==> config.mk <==
export PLATFORM = sky130hd
export DESIGN_NAME = pattern_classifier_pipe
export DESIGN_NICKNAME = d
export VERILOG_FILES = /design/src/rtl/pattern_classifier_pkg.sv /design/src/rtl/pcl_span_reduce.sv /design/src/rtl/pattern_classifier_pipe.sv
export SDC_FILE = /design/constraint.sdc
export NUM_CORES = 1
export LEC_CHECK = 0
export ABC_CLOCK_PERIOD_IN_PS = 9700
export CORE_ASPECT_RATIO = 1.1
export CORE_UTILIZATION = 25
export DETAILED_ROUTE_END_ITERATION = 8
export PLACE_DENSITY = 0.45
export SKIP_CTS_REPAIR_TIMING = 1
export SYNTH_ARGS = -nofsm -noshare
export SYNTH_HDL_FRONTEND = slang
export SYNTH_HIERARCHICAL = 1
export SYNTH_SLANG_ARGS = --single-unit
==> constraint.sdc <==
create_clock -name clk -period 9.7 [get_ports clk]
set_input_delay 1.455 -clock clk [delete_from_list [all_inputs] [get_ports clk]]
set_output_delay 1.455 -clock clk [all_outputs]
set_load 0.05 [all_outputs]
==> src/rtl/pattern_classifier_pkg.sv <==
// Shared types and helpers for the pattern classifier pipeline.
// Result bundle width follows the default 16-bit word with a 12-bit high span.
package pattern_classifier_pkg;

  localparam int PCL_TW    = 12;
  localparam int PCL_LVL_W = $clog2(PCL_TW + 1);

  typedef struct packed {
    logic                 ones;
    logic                 zero;
    logic                 thermo;
    logic [PCL_LVL_W-1:0] level;
  } pcl_result_t;

  // Saturating increment for counters up to 32 bits wide.
  function automatic logic [31:0] sat_inc(
    input logic [31:0] cnt,
    input int unsigned w
  );
    logic [31:0] max;
    max = (w >= 32) ? '1 : ((32'd1 << w) - 32'd1);
    return (cnt >= max) ? max : cnt + 32'd1;
  endfunction

endpackage

==> src/rtl/pcl_span_reduce.sv <==
// Stage-1 partials: low-span AND, high-span OR and the
// thermometer violation vector (a one sitting above a zero).
module pcl_span_reduce #(
  parameter int WIDTH   = 16,
  parameter int ONES_HI = 11,
  parameter int ZERO_LO = 4,
  localparam int TW     = WIDTH - ZERO_LO
) (
  input  logic [WIDTH-1:0] data,
  output logic             and_lo,
  output logic             or_hi,
  output logic [TW-1:0]    hi,
  output logic [TW-2:0]    viol
);

  assign hi     = data[WIDTH-1:ZERO_LO];
  assign and_lo = &data[ONES_HI:0];
  assign or_hi  = |hi;
  assign viol   = hi[TW-1:1] & ~hi[TW-2:0];

endmodule

==> src/rtl/pattern_classifier_pipe.sv <==
// Two-stage elastic word classifier with saturating per-class counters.
// S1 holds span partials, S2 holds the reduced result presented downstream.
module pattern_classifier_pipe
  import pattern_classifier_pkg::*;
#(
  parameter int WIDTH   = 16,
  parameter int ONES_HI = 11,
  parameter int ZERO_LO = 4,
  parameter int CNT_W   = 16,
  localparam int TW     = WIDTH - ZERO_LO,
  localparam int LW     = $clog2(TW + 1)
) (
  input  logic             clk,
  input  logic             rst,
  input  logic             in_valid,
  output logic             in_ready,
  input  logic [WIDTH-1:0] in_data,
  output logic             out_valid,
  input  logic             out_ready,
  output logic             out_ones,
  output logic             out_zero,
  output logic             out_thermo,
  output logic [LW-1:0]    out_level,
  input  logic             clr_cnt,
  output logic [CNT_W-1:0] cnt_ones,
  output logic [CNT_W-1:0] cnt_zero,
  output logic [CNT_W-1:0] cnt_bad
);

  logic          p_and;
  logic          p_or;
  logic [TW-1:0] p_hi;
  logic [TW-2:0] p_viol;

  pcl_span_reduce #(
    .WIDTH  (WIDTH),
    .ONES_HI(ONES_HI),
    .ZERO_LO(ZERO_LO)
  ) u_reduce (
    .data  (in_data),
    .and_lo(p_and),
    .or_hi (p_or),
    .hi    (p_hi),
    .viol  (p_viol)
  );

  logic          s1_v_q, s1_v_d;
  logic          s1_and_q, s1_and_d;
  logic          s1_or_q, s1_or_d;
  logic [TW-1:0] s1_hi_q, s1_hi_d;
  logic [TW-2:0] s1_viol_q, s1_viol_d;

  logic        s2_v_q, s2_v_d;
  pcl_result_t res_q, res_d;

  logic [CNT_W-1:0] c_ones_q, c_ones_d;
  logic [CNT_W-1:0] c_zero_q, c_zero_d;
  logic [CNT_W-1:0] c_bad_q, c_bad_d;

  logic          s2_adv;
  logic          s1_adv;
  logic          out_hs;
  logic          thermo;
  logic [LW-1:0] pop;

  assign s2_adv = !s2_v_q || out_ready;
  assign s1_adv = !s1_v_q || s2_adv;
  assign out_hs = s2_v_q && out_ready;

  always_comb begin
    pop = '0;
    for (int i = 0; i < TW; i++) begin
      pop = pop + LW'(s1_hi_q[i]);
    end
    thermo = ~|s1_viol_q;
  end

  always_comb begin
    s1_v_d    = s1_v_q;
    s1_and_d  = s1_and_q;
    s1_or_d   = s1_or_q;
    s1_hi_d   = s1_hi_q;
    s1_viol_d = s1_viol_q;
    s2_v_d    = s2_v_q;
    res_d     = res_q;
    if (s1_adv) begin
      s1_v_d = in_valid;
      if (in_valid) begin
        s1_and_d  = p_and;
        s1_or_d   = p_or;
        s1_hi_d   = p_hi;
        s1_viol_d = p_viol;
      end
    end
    if (s2_adv) begin
      s2_v_d = s1_v_q;
      if (s1_v_q) begin
        res_d.ones   = s1_and_q;
        res_d.zero   = ~s1_or_q;
        res_d.thermo = thermo;
        res_d.level  = PCL_LVL_W'(thermo ? pop : '0);
      end
    end
  end

  // Clear takes priority over a same-cycle handshake.
  always_comb begin
    c_ones_d = c_ones_q;
    c_zero_d = c_zero_q;
    c_bad_d  = c_bad_q;
    if (clr_cnt) begin
      c_ones_d = '0;
      c_zero_d = '0;
      c_bad_d  = '0;
    end else if (out_hs) begin
      if (res_q.ones)
        c_ones_d = CNT_W'(sat_inc(32'(c_ones_q), CNT_W));
      if (res_q.zero)
        c_zero_d = CNT_W'(sat_inc(32'(c_zero_q), CNT_W));
      if (!res_q.thermo)
        c_bad_d = CNT_W'(sat_inc(32'(c_bad_q), CNT_W));
    end
  end

  always_ff @(posedge clk or posedge rst) begin
    if (rst) begin
      s1_v_q    <= 1'b0;
      s1_and_q  <= 1'b0;
      s1_or_q   <= 1'b0;
      s1_hi_q   <= '0;
      s1_viol_q <= '0;
      s2_v_q    <= 1'b0;
      res_q     <= '0;
      c_ones_q  <= '0;
      c_zero_q  <= '0;
      c_bad_q   <= '0;
    end else begin
      s1_v_q    <= s1_v_d;
      s1_and_q  <= s1_and_d;
      s1_or_q   <= s1_or_d;
      s1_hi_q   <= s1_hi_d;
      s1_viol_q <= s1_viol_d;
      s2_v_q    <= s2_v_d;
      res_q     <= res_d;
      c_ones_q  <= c_ones_d;
      c_zero_q  <= c_zero_d;
      c_bad_q   <= c_bad_d;
    end
  end

  assign in_ready   = s1_adv;
  assign out_valid  = s2_v_q;
  assign out_ones   = res_q.ones;
  assign out_zero   = res_q.zero;
  assign out_thermo = res_q.thermo;
  assign out_level  = LW'(res_q.level);
  assign cnt_ones   = c_ones_q;
  assign cnt_zero   = c_zero_q;
  assign cnt_bad    = c_bad_q;

endmodule

After elaboration in Yosys (flattened, before gate mapping). Cells that the tools add are included.

Flip-flop bits (word level): 82. Output and inout port bits: 57. Word-level logic and storage cells: 64.

Add/subtract/negate cells: 14. Magnitude comparators: 3. Eq/ne operators: 1. Multiplexer cells: 13. Bitwise operators: 3. Reductions and logical operators: 17.

Operators by type and width (count): 2-to-1 mux 16 bit (12); adder 16 x 1 -> 16 bit (second input constant) (3); >= comparator 16 bit (second input constant) (3); adder 4 x 1 -> 4 bit (8); AND reduction 12 bit (1); OR reduction 12 bit (1); AND 11 bit (1); NOT 11 bit (1); OR reduction 11 bit (1); AND reduction 2 bit (5); nonzero test 2 bit (3); adder 3 x 1 -> 4 bit (1); 2-to-1 mux 4 bit (1); adder 2 x 1 -> 3 bit (1); logical NOT 1 bit (3); adder 1 x 1 -> 2 bit (1); logical OR 1 bit (2); inequality test 2 bit (second input constant) (1); logical AND 1 bit (1); NOT 1 bit (1).

Logic depth before layout (Yosys ltp).
Depth in word-level cells: 12. Gate-level depth with buffers: 10. Gate-level depth less buffers: 10.

Cells and area by module. The synthesis kept the hierarchy.

Modules (own cells, without submodules): pattern_classifier_pipe (times used 1, cells an instance 405, area each 4259.1 sq um, seq. area each 2052.0 sq um); pcl_span_reduce (times used 1, cells an instance 31, area each 209.0 sq um, seq. area each 0.0 sq um).

Worst setup path after synthesis. Ideal clock, no wire load.

Path kind: input port to output port. From: input out_ready. To: output in_ready. Arrival: 2.119 ns. Slack: 6.126 ns. Stages: 2. Buffers on the path: 1. Path through: clkbuf_1 nand3b_1.

Longest elaborated chain between the ends: 2.

Ends and longest elaborated chain: start: declaration (RTL line pattern_classifier_pipe.sv:19) `input logic out_ready,`; logical OR 1 bit (RTL line pattern_classifier_pipe.sv:66) `assign s2_adv = !s2_v_q || out_ready;`; logical OR 1 bit (RTL line pattern_classifier_pipe.sv:67) `assign s1_adv = !s1_v_q || s2_adv;`; end: declaration (RTL line pattern_classifier_pipe.sv:16) `output logic in_ready,`.

Every way passes these cells.

Final worst setup path. Ends and elaborated chain as after synthesis.

==> flow_summary.ini <==
[status]
status = finished clean

[final_layout]
syn2layout_area_growth_pct = 27.6
n_antenna_cell = 0
finalInstanceArea_um2 = 5700
multi_input_area_um2 = 2150
nets = 533
drive_gt1_share_pct = 11.1
seq_area_um2 = 2050
fillCellCount = 1803

[critical_path]
crit_type = input pin to primary output
worstPathRequired_ns = 8.25
critPathLaunch = out_ready
start_kind = input pin
regToRegStartpoint = s1_hi_q[5]
reg2reg_setup_slack_ns = 6.20
reg2reg_depth = 10
r2r_end = out_level[2]
endpoint = in_ready
critPathArrivalTime_ns = 3.13
cp_max_fo = 9
worstSetupEndpointType = primary output

[die]
ios = 78
die_w_um = 129
rows = 50
fp.dieH_um = 142
die-area_um2 = 18400
core_area_um2 = 17300
start_util_pct = 25.9

[global_routing]
grt_max_degree = 83
track_usage_pct = 13.3
grt_pass1_wl_um = 18900
grt.met2_usage_pct = 23.1
antenna_found_initial = 0
grt_pass1_vias = 3587
gr-total-overflow = 0
use_met1_pct = 15.6
grt_busiest_layer = met2
grtUsageMet3_pct = 4.44

[timing]
worst_pin_slew_ns = 1.15
fmax_mhz = 218
final.setup.worst_slack_ns = 5.12
setup_viol = 0
relSlewSlack_pct = 22.5
setup_tns_ns = 0
slew_violations = 0
clock_skew_ns = 0.00494
min_period_ns = 4.58
fin_crit_sh_pct = 47.2
grt_setup_unrepaired = false
hold_violations = 0

[detailed_routing]
drt_wl_total_um = 11500
ant_nets = 0
routedWlPerCell_um = 15.7
vias = 3617
drc_errors = 0
vias_per_cell = 4.91
drtPass1Iterations = 4
first_iter_violations = 189

[synthesis]
syn_avg_cell_area_um2 = 10.2
synth_seq_cells = 82
async_reset_ff_share_pct = 100
synth_warnings = 6
synth_edf_count = 0
synth_cells = 436
seq_area_frac_synth_pct = 45.9
synth_ff_type = dfrtp_1
synth_area_um2 = 4470
syn_nets = 471
synth.distinct_cells = 54

[power_and_ir_drop]
power_density_nw_per_um2 = 164
p_clk_share_pct = 38.7
p_sw_w = 0.000254
vdd_drop_max_mv = 0.0950
internal-power_w = 0.000679
leakagePower_nw = 2.28
netSwitchingFraction_pct = 27.3
p_seq_share_pct = 39.9
power_frac_comb_pct = 21.4

[clocking]
cts.sinks = 82
numCtsBuffers = 9
ctsHtreeMaxLevel = 3
cts_tree = done
clk_pin_slew_ns = 0.06
cts.path.max_buffers = 2
cts_root_buf = clkbuf_16
clock_latency_ns = 0.34

[placed_design]
placed_area_um2 = 5380
gp_congestion = 0.752
io_buffers = 77
dpl.hpwl_um = 8090
dp_slack_ns = 5.10

[hold_path]
holdPathStages = 1
worstHoldStart = s1_or_q
min_path_type = flop to flop

[job]
cap_violations = 0
## cell families (layout without fill, tap and decap cells)
group                      Yosys count  count (layout)  share of synthesized area (%)
and+or+nand+nor                    174             174                           23.9
DFF                                 82              82                           45.9
AOI/OAI and AO/OA                   83              83                           12.3
adders and majority gates           14              14                           5.10
xor gates and xnor gates             1               1                          0.196
muxes                               26              26                           6.55
buffers and inverters               56             123                           6.02
## Yosys cell counts, types with 2 or more instances
cell      count  area share (%)
nor3b_1       3            0.50
and2_1        4            0.56
o21ai_0      14             1.6
mux2_2       26             6.6
nand4_1      18             2.5
and3b_1       2            0.39
and2b_1       2            0.34
buf_4        12             2.0
or3_1         2            0.28
a31oi_1      12             1.7
nand2b_1      3            0.42
or4_1         2            0.34
clkbuf_1     10            0.84
nor3_2        4            0.90
o21a_1        4            0.67
and4b_1       3            0.67
nor4_1       16             2.2
nand3_1      12             1.3
o21ai_1       4            0.45
a21oi_1      19             2.1
a22o_1        4            0.78
dfrtp_1      82              46
a211oi_1      5            0.84
and3_1        5            0.70
and4_1        9             1.8
nor2b_1       9             1.3
a21o_1        3            0.50
a311oi_1      4            0.78
nand2_1      16             1.3
nand3b_1      2            0.34
fa_1          7             3.1
ha_1          7             2.0
nor2_1       24             2.0
nor3_1       29             3.2
buf_2         5            0.56
nand4_2       2            0.56
inv_1        28             2.4
a221oi_1      6             1.2
nor4b_1       2            0.39
## how the worst min path moves through the flow
stage                      to  slack, ns
floorplan            out_zero       0.43
detailed placement   out_zero       0.46
global placement     out_zero       0.45
finish               out_zero       0.47
CTS                  out_zero       0.47
global route        out_valid       0.51
## metal layers
layer  share of wire [%]  vias to the layer above
li1                    -                     1746
met1                  44                     1785
met2                  49                       78
met3                 5.4                        8
met4                 1.0                        0
met5                   0                        -
## layout by cell type (no fill, tap or decap), types with 6 or more instances in the layout
master,count
dfrtp_1,82
clkdlybuf4s50_1,77
nor3_1,29
inv_1,27
mux2_2,26
nor2_1,24
a21oi_1,19
nand4_1,18
nand2_1,16
nor4_1,16
o21ai_0,14
nand3_1,12
a31oi_1,12
and4_1,9
clkbuf_16,9
nor2b_1,9
fa_1,7
ha_1,7
a221oi_1,6
## power by group through the flow
stage	clock (W)	sequential [W]	combinational, W
after floorplan	0	0.000389	0.000138
after global placement	0	0.000377	0.000196
after detailed placement	0	0.000378	0.000205
after CTS	0.000375	0.000372	0.000206
after global routing	0.000387	0.000374	0.000232
final	0.000361	0.000372	0.000200
## worst max-delay path: stages
cell	delay (ns)
clkdlybuf4s50_1	0.64
nand3b_1	0.20
clkdlybuf4s50_1	0.82
## state kept, by name, summed over array words and instances, names as in the netlist
| signal | cells |
|---|---|
| s1_hi_q | 12 |
| s1_and_q | 1 |
| out_thermo | 1 |
| out_ones | 1 |
| s1_or_q | 1 |
| out_level | 4 |
| s1_v_q | 1 |
| out_valid | 1 |
| out_zero | 1 |
| cnt_ones | 16 |
| cnt_zero | 16 |
| s1_viol_q | 11 |
| cnt_bad | 16 |
## through the flow
stage               util, %  std cells  total power [W]  hold slack, ns
floorplan                 -        436         0.000527           0.434
global placement       31.2        721         0.000574           0.449
detailed placement     31.2        721         0.000583           0.462
CTS                    33.0        737         0.000953           0.468
global route           33.0        737         0.000992           0.513
finish                 33.0        737         0.000933           0.466
## area by class of cell
class	count	share of cell area (%)
Sequential cell	82	36.0
Clock inverter	1	0.527
Clock buffer	15	5.05
Timing Repair Buffer	79	13.8
Multi-Input combinational cell	298	37.7
Inverter	28	1.87
Tap cell	234	5.13
Power figures use the tool's default switching activity.
